### src/rtl/mdu_iter_pkg.sv
// rtl/mdu_iter_pkg.sv - shared multiply/divide operation codes
package mdu_iter_pkg;

    // mdop encodings shared with the decoder; 0 and 7 are no-ops
    localparam logic [2:0] MD_NOP   = 3'd0;
    localparam logic [2:0] MD_MULT  = 3'd1;
    localparam logic [2:0] MD_MULTU = 3'd2;
    localparam logic [2:0] MD_DIV   = 3'd3;
    localparam logic [2:0] MD_DIVU  = 3'd4;
    localparam logic [2:0] MD_MTHI  = 3'd5;
    localparam logic [2:0] MD_MTLO  = 3'd6;

    // True for the codes that run the iterative datapath
    function automatic logic op_is_arith(input logic [2:0] op);
        return (op == MD_MULT) || (op == MD_MULTU) || (op == MD_DIV) || (op == MD_DIVU);
    endfunction

    // True for the codes that work on two's-complement operands
    function automatic logic op_is_signed(input logic [2:0] op);
        return (op == MD_MULT) || (op == MD_DIV);
    endfunction

endpackage

### src/rtl/mdu_iter_core.sv
// rtl/mdu_iter_core.sv - one-step shift-add / restoring-divide datapath
module mdu_iter_core #(
    parameter int WIDTH = 32
) (
    input  logic                 clk,
    input  logic                 rst,
    input  logic                 load,
    input  logic                 step,
    input  logic                 mode,
    input  logic [WIDTH-1:0]     opa,
    input  logic [WIDTH-1:0]     opb,
    output logic [2*WIDTH-1:0]   acc
);

    // acc_q: multiply = {partial product, remaining multiplier bits};
    //        divide   = {partial remainder, dividend bits shifting into quotient}
    logic [2*WIDTH-1:0] acc_q;
    logic [2*WIDTH-1:0] acc_next;
    logic [WIDTH-1:0]   opb_q;
    logic [WIDTH:0]     sum;
    logic [WIDTH:0]     shifted;
    logic [WIDTH:0]     diff;

    // One iteration: add-then-shift-right for multiply, shift-left-then-trial-subtract for divide
    always_comb begin
        sum      = {1'b0, acc_q[2*WIDTH-1:WIDTH]} + (acc_q[0] ? {1'b0, opb_q} : '0);
        shifted  = {acc_q[2*WIDTH-1:WIDTH], acc_q[WIDTH-1]};
        diff     = shifted - {1'b0, opb_q};
        acc_next = {sum, acc_q[WIDTH-1:1]};
        if (mode) begin
            // diff[WIDTH] set means the trial subtract borrowed: restore
            if (diff[WIDTH]) begin
                acc_next = {shifted[WIDTH-1:0], acc_q[WIDTH-2:0], 1'b0};
            end else begin
                acc_next = {diff[WIDTH-1:0], acc_q[WIDTH-2:0], 1'b1};
            end
        end
    end

    // Operand load on start, one step per enabled cycle
    always_ff @(posedge clk) begin
        if (rst) begin
            acc_q <= '0;
            opb_q <= '0;
        end else if (load) begin
            acc_q <= {{WIDTH{1'b0}}, opa};
            opb_q <= opb;
        end else if (step) begin
            acc_q <= acc_next;
        end
    end

    assign acc = acc_q;

endmodule

### src/rtl/mdu_iter.sv
// rtl/mdu_iter.sv - iterative MULT/MULTU/DIV/DIVU unit with HI/LO registers
module mdu_iter
    import mdu_iter_pkg::*;
#(
    parameter int WIDTH = 32
) (
    input  logic             clk,
    input  logic             rst,
    input  logic             start,
    input  logic [2:0]       mdop,
    input  logic [WIDTH-1:0] a,
    input  logic [WIDTH-1:0] b,
    input  logic             flush,
    output logic             busy,
    output logic             done,
    output logic [WIDTH-1:0] hi,
    output logic [WIDTH-1:0] lo
);

    localparam int CW = $clog2(WIDTH);

    typedef enum logic [1:0] {S_IDLE, S_RUN, S_FIX} state_t;

    state_t             state, state_n;
    logic [CW-1:0]      cnt;
    logic               is_div;
    logic               neg_res;
    logic               neg_rem;
    logic               load, step, wr_res, accept;
    logic               signed_op;
    logic [WIDTH-1:0]   a_mag, b_mag;
    logic [2*WIDTH-1:0] acc;
    logic [2*WIDTH-1:0] prod_fix;
    logic [WIDTH-1:0]   quo_fix, rem_fix;

    // Signed ops feed magnitudes to the unsigned datapath; signs are restored in FIX
    always_comb begin
        signed_op = op_is_signed(mdop);
        a_mag     = (signed_op && a[WIDTH-1]) ? -a : a;
        b_mag     = (signed_op && b[WIDTH-1]) ? -b : b;
        accept    = (state == S_IDLE) && start && !flush;
    end

    // Sign fixup: quotient/product negate on differing signs, remainder follows dividend
    always_comb begin
        prod_fix = neg_res ? -acc : acc;
        quo_fix  = neg_res ? -acc[WIDTH-1:0] : acc[WIDTH-1:0];
        rem_fix  = neg_rem ? -acc[2*WIDTH-1:WIDTH] : acc[2*WIDTH-1:WIDTH];
    end

    // Next-state and datapath controls; flush abandons RUN/FIX without writing
    always_comb begin
        state_n = state;
        load    = 1'b0;
        step    = 1'b0;
        wr_res  = 1'b0;
        case (state)
            S_IDLE: begin
                if (accept && op_is_arith(mdop)) begin
                    load    = 1'b1;
                    state_n = S_RUN;
                end
            end
            S_RUN: begin
                if (flush) begin
                    state_n = S_IDLE;
                end else begin
                    step = 1'b1;
                    if (cnt == '0) begin
                        state_n = S_FIX;
                    end
                end
            end
            S_FIX: begin
                state_n = S_IDLE;
                wr_res  = !flush;
            end
            default: state_n = S_IDLE;
        endcase
    end

    // State register, step counter, latched sign flags and done pulse
    always_ff @(posedge clk) begin
        if (rst) begin
            state   <= S_IDLE;
            cnt     <= '0;
            is_div  <= 1'b0;
            neg_res <= 1'b0;
            neg_rem <= 1'b0;
            done    <= 1'b0;
        end else begin
            state <= state_n;
            done  <= wr_res;
            if (load) begin
                cnt     <= CW'(WIDTH - 1);
                is_div  <= (mdop == MD_DIV) || (mdop == MD_DIVU);
                neg_res <= signed_op && (a[WIDTH-1] ^ b[WIDTH-1]);
                neg_rem <= signed_op && a[WIDTH-1];
            end else if (step) begin
                cnt <= cnt - 1'b1;
            end
        end
    end

    // HI/LO: result write from FIX, or direct MTHI/MTLO write from IDLE
    always_ff @(posedge clk) begin
        if (rst) begin
            hi <= '0;
            lo <= '0;
        end else if (wr_res) begin
            if (is_div) begin
                hi <= rem_fix;
                lo <= quo_fix;
            end else begin
                {hi, lo} <= prod_fix;
            end
        end else if (accept) begin
            if (mdop == MD_MTHI) hi <= a;
            if (mdop == MD_MTLO) lo <= a;
        end
    end

    assign busy = (state != S_IDLE);

    mdu_iter_core #(.WIDTH(WIDTH)) u_core (
        .clk  (clk),
        .rst  (rst),
        .load (load),
        .step (step),
        .mode (is_div),
        .opa  (a_mag),
        .opb  (b_mag),
        .acc  (acc)
    );

endmodule
### config.mk
export PLATFORM = sky130hd
export DESIGN_NAME = mdu_iter
export DESIGN_NICKNAME = d
export VERILOG_FILES = /design/src/rtl/mdu_iter_pkg.sv /design/src/rtl/mdu_iter_core.sv /design/src/rtl/mdu_iter.sv
export SDC_FILE = /design/constraint.sdc
export NUM_CORES = 1
export LEC_CHECK = 0
export ABC_CLOCK_PERIOD_IN_PS = 3400
export BUFFER_PORTS_ARGS = -buffer_cell sky130_fd_sc_hd__clkbuf_2
export CAP_MARGIN = 15
export CORE_MARGIN = 8
export CORE_UTILIZATION = 37
export DETAILED_ROUTE_END_ITERATION = 16
export GPL_TIMING_DRIVEN = 0
export PLACE_DENSITY = 0.64
export REMOVE_ABC_BUFFERS = 1
export SETUP_SLACK_MARGIN = 0.1
export SLEW_MARGIN = 10
export SYNTH_ARGS = -nofsm -noshare
export SYNTH_HDL_FRONTEND = slang
export SYNTH_SLANG_ARGS = --single-unit
export TNS_END_PERCENT = 50
### constraint.sdc
create_clock -name clk -period 3.4 [get_ports clk]
set_clock_uncertainty 0.15 [all_clocks]
set_input_delay 0.17 -clock clk [delete_from_list [all_inputs] [get_ports clk]]
set_output_delay 0.17 -clock clk [all_outputs]
set_load 0.005 [all_outputs]
==> results of run 1 <==
synthesized netlist by cell type, types with 4 or more instances:
cell / count
inv_1: 63
mux2i_1: 101
nor2_1: 252
or4_1: 10
o221ai_1: 5
buf_2: 8
and4_1: 4
o21a_1: 13
buf_1: 9
o22ai_1: 6
o41ai_1: 13
nand4_1: 11
o21bai_1: 7
a21oi_1: 138
nor2b_1: 8
and3_1: 8
o21ai_1: 4
dfxtp_1: 171
ha_1: 70
nand2_1: 120
o2111ai_1: 4
and2_1: 18
xnor2_1: 110
a221oi_1: 6
nand2b_1: 14
a311oi_1: 8
o21ai_0: 109
xor2_1: 58
o211a_1: 5
o211ai_1: 14
nor3_1: 42
nand3_1: 39
a31oi_1: 17
mux2_2: 12
nand4b_1: 4
a21o_1: 27
clkbuf_1: 119
or3_1: 21
a211o_1: 4
or2_2: 9
a211oi_1: 146
nor4_1: 14
o31ai_1: 33
registers in the layout, summed over array words and instances (netlist names):
register,count
hi,32
cnt,5
is_div,1
neg_res,1
lo,32
state,2
neg_rem,1
u_core.acc,64
u_core.opb_q,32
done,1
metal layers:
layer	track usage	vias up	share of wire
met5	0	-	0
met1	0.277	6884	0.44
met2	0.349	464	0.47
met4	0.0769	0	0.032
li1	-	7237	-
met3	0.0260	95	0.054
final cells by class:
class | count | area (sq um) | share of cell area
well taps | 518 | 648 | 0.0360
repair buffers | 266 | 2160 | 0.120
clock buffers | 17 | 425 | 0.0236
clock inverters | 15 | 180 | 0.0100
flip-flops and latches | 171 | 3460 | 0.192
multi-input cells | 1531 | 10900 | 0.604
inverters | 63 | 244 | 0.0136
repair inverters | 2 | 12.5 | 0.000695
per-stage QoR:
step,std cells,TNS [ns]
6_report,2583,0
5_1_grt,2583,-0.0211
4_1_cts,2571,0
3_3_place_gp,2416,-324.80
3_5_place_dp,2429,-34.37
2_1_floorplan,1762,-86.47
what timing repair did:
action,in CTS,in global routing
buffers inserted,23,9
pin swaps,28,26
hold buffers,82,0
endpoints found under the hold margin,105,0
gates cloned,5,3
gates resized for setup,93,103
setup endpoints to repair,65,73
worst max-delay path, cell delays in order, from the launching register on:
cell and delay (ns):
dfxtp_4 0.39, inv_2 0.05, ha_4 0.16, fa_2 0.36, nand2b_4 0.17, a21oi_4 0.16
o21ai_2 0.10, a211o_4 0.39, and2_4 0.16, o221ai_4 0.19, buf_12 0.16, buf_8 0.11
buf_16 0.13, mux2_4 0.30, o221ai_2 0.12, a21oi_1 0.05
how the worst min path moves through the flow:
stage               startpoint                      endpoint  slack, ns  cells past startpoint
floorplan                  rst           hi[27]$_SDFFE_PP0P_       0.08                      1
global placement          b[0]  u_core.opb_q[0]$_SDFFE_PP0P_       0.30                      3
detailed placement        b[0]  u_core.opb_q[0]$_SDFFE_PP0P_       0.32                      3
CTS                      a[24]           lo[24]$_SDFFE_PP0P_      0.001                      3
global route             a[24]           lo[24]$_SDFFE_PP0P_       0.05                      3
finish                   a[24]           lo[24]$_SDFFE_PP0P_       0.01                      3
power breakdown:
part | switching, W | internal (W)
clock network | 0.00102 | 0.00105
logic | 0.00105 | 0.000884
registers | 0.000107 | 0.00208
total | 0.00218 | 0.00401
cells by family (layout without fill, tap and decap cells):
kind of cell / after synthesis / count (layout)
adders and majority gates: 72 / 72
AOI/OAI and AO/OA: 586 / 587
buffers and inverters: 199 / 363
and+or+nand+nor: 589 / 591
muxes: 113 / 113
DFF: 171 / 171
xor gates and xnor gates: 168 / 168
==> run summary, run 1 <==
Commonest non-fill, non-tap cell in the layout: nor2_1
Startpoint types: flip-flop
Fin crit period: 3.31 ns
Residual DRC: 0
Leakage: 7.49 nW
DP HPWL: 35100 microns
Dpl ws: -1.20 ns
# fillers: 3797
Antenna violations before repair: 0
Post-layout util: 0.468
RD Place Congestion: 0.971
Total grt overflow: 0
Synth Area in Simple Gates: 0.192
Final-report max-slew violation count: 0
Mean area per synthesized cell: 7.55 sq um
First-pass GRT wire length: 77200 microns
Peak supply drop: 0.237 mV
Relative slew slack: 0.329
Initial Util: 0.373
Worst min path class: primary input to flip-flop
CTS max path bufs: 2
Inserted Clock Buffers: 17
RSZ-0062 raised after global routing: yes
Worst Setup EP: u_core.acc[46]$_SDFFE_PP0P_
Final instance area: 0.0180 sq mm
Drt initial violations: 1144
Main combinational cell family by area after synthesis: compound AO/OA/AOI/OAI gates
Hold Slack: 0.0129 ns
Clk_lat worst skew: 0.46 ns
Final hold violations: 0
Share of layout cells above drive strength 1: 0.186
Overall Power: 0.00619 W
Mapped Area: 0.0143 sq mm
Worst-path fanout max: 7
Reg2reg start: u_core.acc[31]$_SDFFE_PP0P_
CTS tree: yes
R2R cell count: 15
Post-route clock period utilization: 0.973
Synthesized instance count: 1898
Num rows: 72
Core Area: 0.0385 sq mm
Synth Area in Compound Gates: 0.270
Synthesis-to-layout area growth: 25.5%
Commonest cells after routing, fill and taps aside: nor2_1, dfxtp_1, a211oi_1, clkbuf_2, a21oi_1
Critical path startpoint: u_core.acc[31]$_SDFFE_PP0P_
Antenna diodes: 0
Flops & latches, synth: 171
ANT nets after route: 0
EDFF count, synth: 0
Die ar.: 0.0453 sq mm
Die X: 213 microns
Largest area contributor in the netlist: dfxtp_1
GR Util All Layers: 0.210
Ys flop type: dfxtp_1
H-tree levels: 4
FFs w/ async S/R, synth: 0
Critical path type: flip-flop to flip-flop
Final Worst Setup Slack: 0.0910 ns
Worst r2r dst: u_core.acc[46]$_SDFFE_PP0P_
Max Clock Freq: 302 MHz
Most area-consuming cells after synthesis: dfxtp_1, a211oi_1, mux2i_1
Worst slew pin tran: 1.00 ns
WL/cell: 19.2 microns
# IOs: 137
Final setup vio count: 0
Vert. Die Dim: 213 microns
Nets: 2195
PwrDens: 344 mW/mm^2
Drt pass-1 iters: 6
Max Cap Violations: 0
Synth top area share: 0.239
Yosys warning count: 0
Crit path DAT: 3.48 ns
Mux share of post-synthesis cell area: 0.0799
Avg Vias per Cell: 5.68
Port buffer count: 136
Largest net degree at the start of global routing: 111
Post-synthesis adder-cell area fraction: 0.0639
Sequential fraction of the synthesis area: 0.239
Reg2Reg Setup Slack: 0.09 ns
Final WL: 49600 microns
Vias in the first global route: 14000
Post-place instance area: 0.0154 sq mm
Status: complete, no violations
CTS sink cnt: 171
Xor/xnor cell area share of the yosys netlist: 0.103
Root Buffer: clkbuf_16
Unique masters post-synth: 73
CTS clk-pin slew, worst paths: 0.08 ns
DR vias: 14700
CP required: 3.57 ns
Crit end category: flip-flop
Note: power is estimated with default switching activity, not from simulation.
==> run 2, diff against run 1 <==
==> constraint.sdc (replaced) <==
create_clock -name clk -period 3.4 [get_ports clk]
set_clock_uncertainty 0.15 [all_clocks]
set_input_delay 0.51 -clock clk [delete_from_list [all_inputs] [get_ports clk]]
set_output_delay 0.51 -clock clk [all_outputs]
set_load 0.005 [all_outputs]
==> run 2 against run 1 <==
  * Worst hold slack gained 0.16 ns
  * Total power shrank 1.4%
  * Via count shrank 2.1%
  * Clock power is essentially flat
  * Largest power group unchanged
  * Fmax grew 0.31%
  * Critical path depth is the same
  * Combinational power shrank 4%
  * Final area shrank 4.8%
  * Largest cell class unchanged
  * Worst setup slack gained 0.010 ns
  * Sequential cell count is the same
==> run summary, run 2 (synthesized netlist as in run 1, its figures left out) <==
# hold bufs at CTS: 0
Fin crit period: 3.30 ns
Root Buffer: clkbuf_16
Commonest cells after routing, fill and taps aside: nor2_1, dfxtp_1, a211oi_1, clkbuf_2, a21oi_1
Max Cap Violations: 0
WL/cell: 19.5 microns
Port buffer count: 136
Die X: 213 microns
Max reg flops: 64
DP HPWL: 35100 microns
Crit end category: flip-flop
Vert. Die Dim: 213 microns
Worst path max stage delay: 0.39 ns
Max Clock Freq: 303 MHz
Drt initial violations: 1120
Multi-input logic area: 0.0108 sq mm
CTS sink cnt: 171
H-tree levels: 4
Startpoint types: flip-flop
Largest delay contributor family on the critical path: compound AO/OA/AOI/OAI gates
Synthesis-to-layout area growth: 19.5%
Post-place instance area: 0.0154 sq mm
Vias in the first global route: 13600
Total grt overflow: 0
Residual DRC: 0
Clk_lat worst skew: 0.46 ns
Switching part of the total: 0.353
Placed Cells: 2429
Critical path type: flip-flop to flip-flop
Inserted Clock Buffers: 17
Initial Util: 0.373
CP required: 3.57 ns
Sequential Power Share: 0.357
Antenna violations before repair: 0
Combinational Power Share: 0.303
Share of layout cells above drive strength 1: 0.191
Crit path DAT: 3.47 ns
PwrDens: 356 mW/mm^2
DR vias: 14400
CTS tree: yes
Nets: 2112
WP buf/inv: 4
Die ar.: 0.0453 sq mm
Sw Pwr: 0.00215 W
Cell Count, Final, Fillers Out: 2500
Post-route clock period utilization: 0.970
RSZ-0062 raised after global routing: yes
Post-layout util: 0.445
ANT nets after route: 0
Worst path cell trace: inv_2 > ha_4 > fa_2 > nand2b_4 > a21oi_4 > o21ai_2 > a211o_4 > and2_4 > o221ai_4 > buf_12 > buf_8 > buf_16 > mux2_4 > o221ai_2 > a21oi_1
Avg Vias per Cell: 5.75
Final hold violations: 0
Worst slew pin tran: 1.09 ns
GR Util All Layers: 0.208
# fillers: 3863
Peak supply drop: 0.237 mV
Relative slew slack: 0.274
# IOs: 137
Drt pass-1 iters: 7
Clock network fraction of total power: 0.339
Commonest non-fill, non-tap cell in the layout: nor2_1
Final-report max-slew violation count: 0
Worst-path fanout max: 7
Num rows: 72
Antenna diodes: 0
Largest net degree at the start of global routing: 111
Final setup vio count: 0
First-pass GRT wire length: 75800 microns
Worst min path class: primary input to flip-flop
RD Place Congestion: 0.971
Crit-path slowest cell: a211o_4
Register area: 0.00346 sq mm
Final instance area: 0.0171 sq mm
Leakage: 7.10 nW
Status: complete, no violations
CTS clk-pin slew, worst paths: 0.08 ns
Int Power: 0.00395 W
Final WL: 48800 microns
Core Area: 0.0385 sq mm
CTS max path bufs: 2
Final TNS setup: 0 ns
run 2: changes by cell type in the layout (fill, tap and decap cells not counted), sizes merged:
cell / previous run / this run
and2: 20 / 19
dlygate4sd3: 82 / 0
run 2: worst min-delay path: stages:
cell and delay [ns]:
clkbuf_2 0.11, nand2_1 0.07, a21oi_1 0.06
run 2: power groups by stage:
stage	Sequential, W	Clock, W	Combinational, W
finish	0.00218	0.00207	0.00185
CTS	0.00218	0.00210	0.00174
global placement	0.00223	0	0.00139
global route	0.00220	0.00217	0.00199
floorplan	0.00220	0	0.000980
detailed placement	0.00223	0	0.00143
run 2: layout make-up:
cell class | count | share of cell area
tap | 518 | 0.0378
clock buffer | 17 | 0.0248
multi-input combinational | 1530 | 0.632
inverter | 63 | 0.0142
clock inverter | 15 | 0.0105
timing repair buffer | 184 | 0.0780
sequential | 171 | 0.202
timing repair inverter | 2 | 0.000730
run 2: path summary, 6_finish.rpt:
check                                                  start                           end  slack [ns]  cells after the start
worst max register to register   u_core.acc[31]$_SDFFE_PP0P_   u_core.acc[46]$_SDFFE_PP0P_        0.10                     15
worst min-delay path                                    b[0]  u_core.opb_q[0]$_SDFFE_PP0P_        0.18                      3
worst max-delay path             u_core.acc[31]$_SDFFE_PP0P_   u_core.acc[46]$_SDFFE_PP0P_        0.10                     15
worst min register to register  u_core.opb_q[9]$_SDFFE_PP0P_  u_core.opb_q[9]$_SDFFE_PP0P_        0.35                      2
run 2: layer usage:
| layer | track usage | part of all wire |
|---|---|---|
| met1 | 0.274 | 0.44 |
| met5 | 0 | 0 |
| met2 | 0.340 | 0.47 |
| met4 | 0.0812 | 0.033 |
| met3 | 0.0272 | 0.058 |
run 2: what timing repair did:
action / CTS / global route
resized for setup: 93 / 97
pin swaps: 28 / 23
buffers inserted: 23 / 9
endpoints found under the hold margin: 0 / 0
endpoints found under the setup margin: 65 / 57
cloned: 5 / 2
run 2: through the flow:
step                power [W]  setup slack [ns]  hold slack [ns]
finish                0.00610             0.101            0.176
CTS                   0.00601            0.0185            0.174
detailed placement    0.00366             -1.20            0.344
global route          0.00636           -0.0215            0.179
floorplan             0.00318             -2.01            0.292
global placement      0.00362             -4.80            0.318
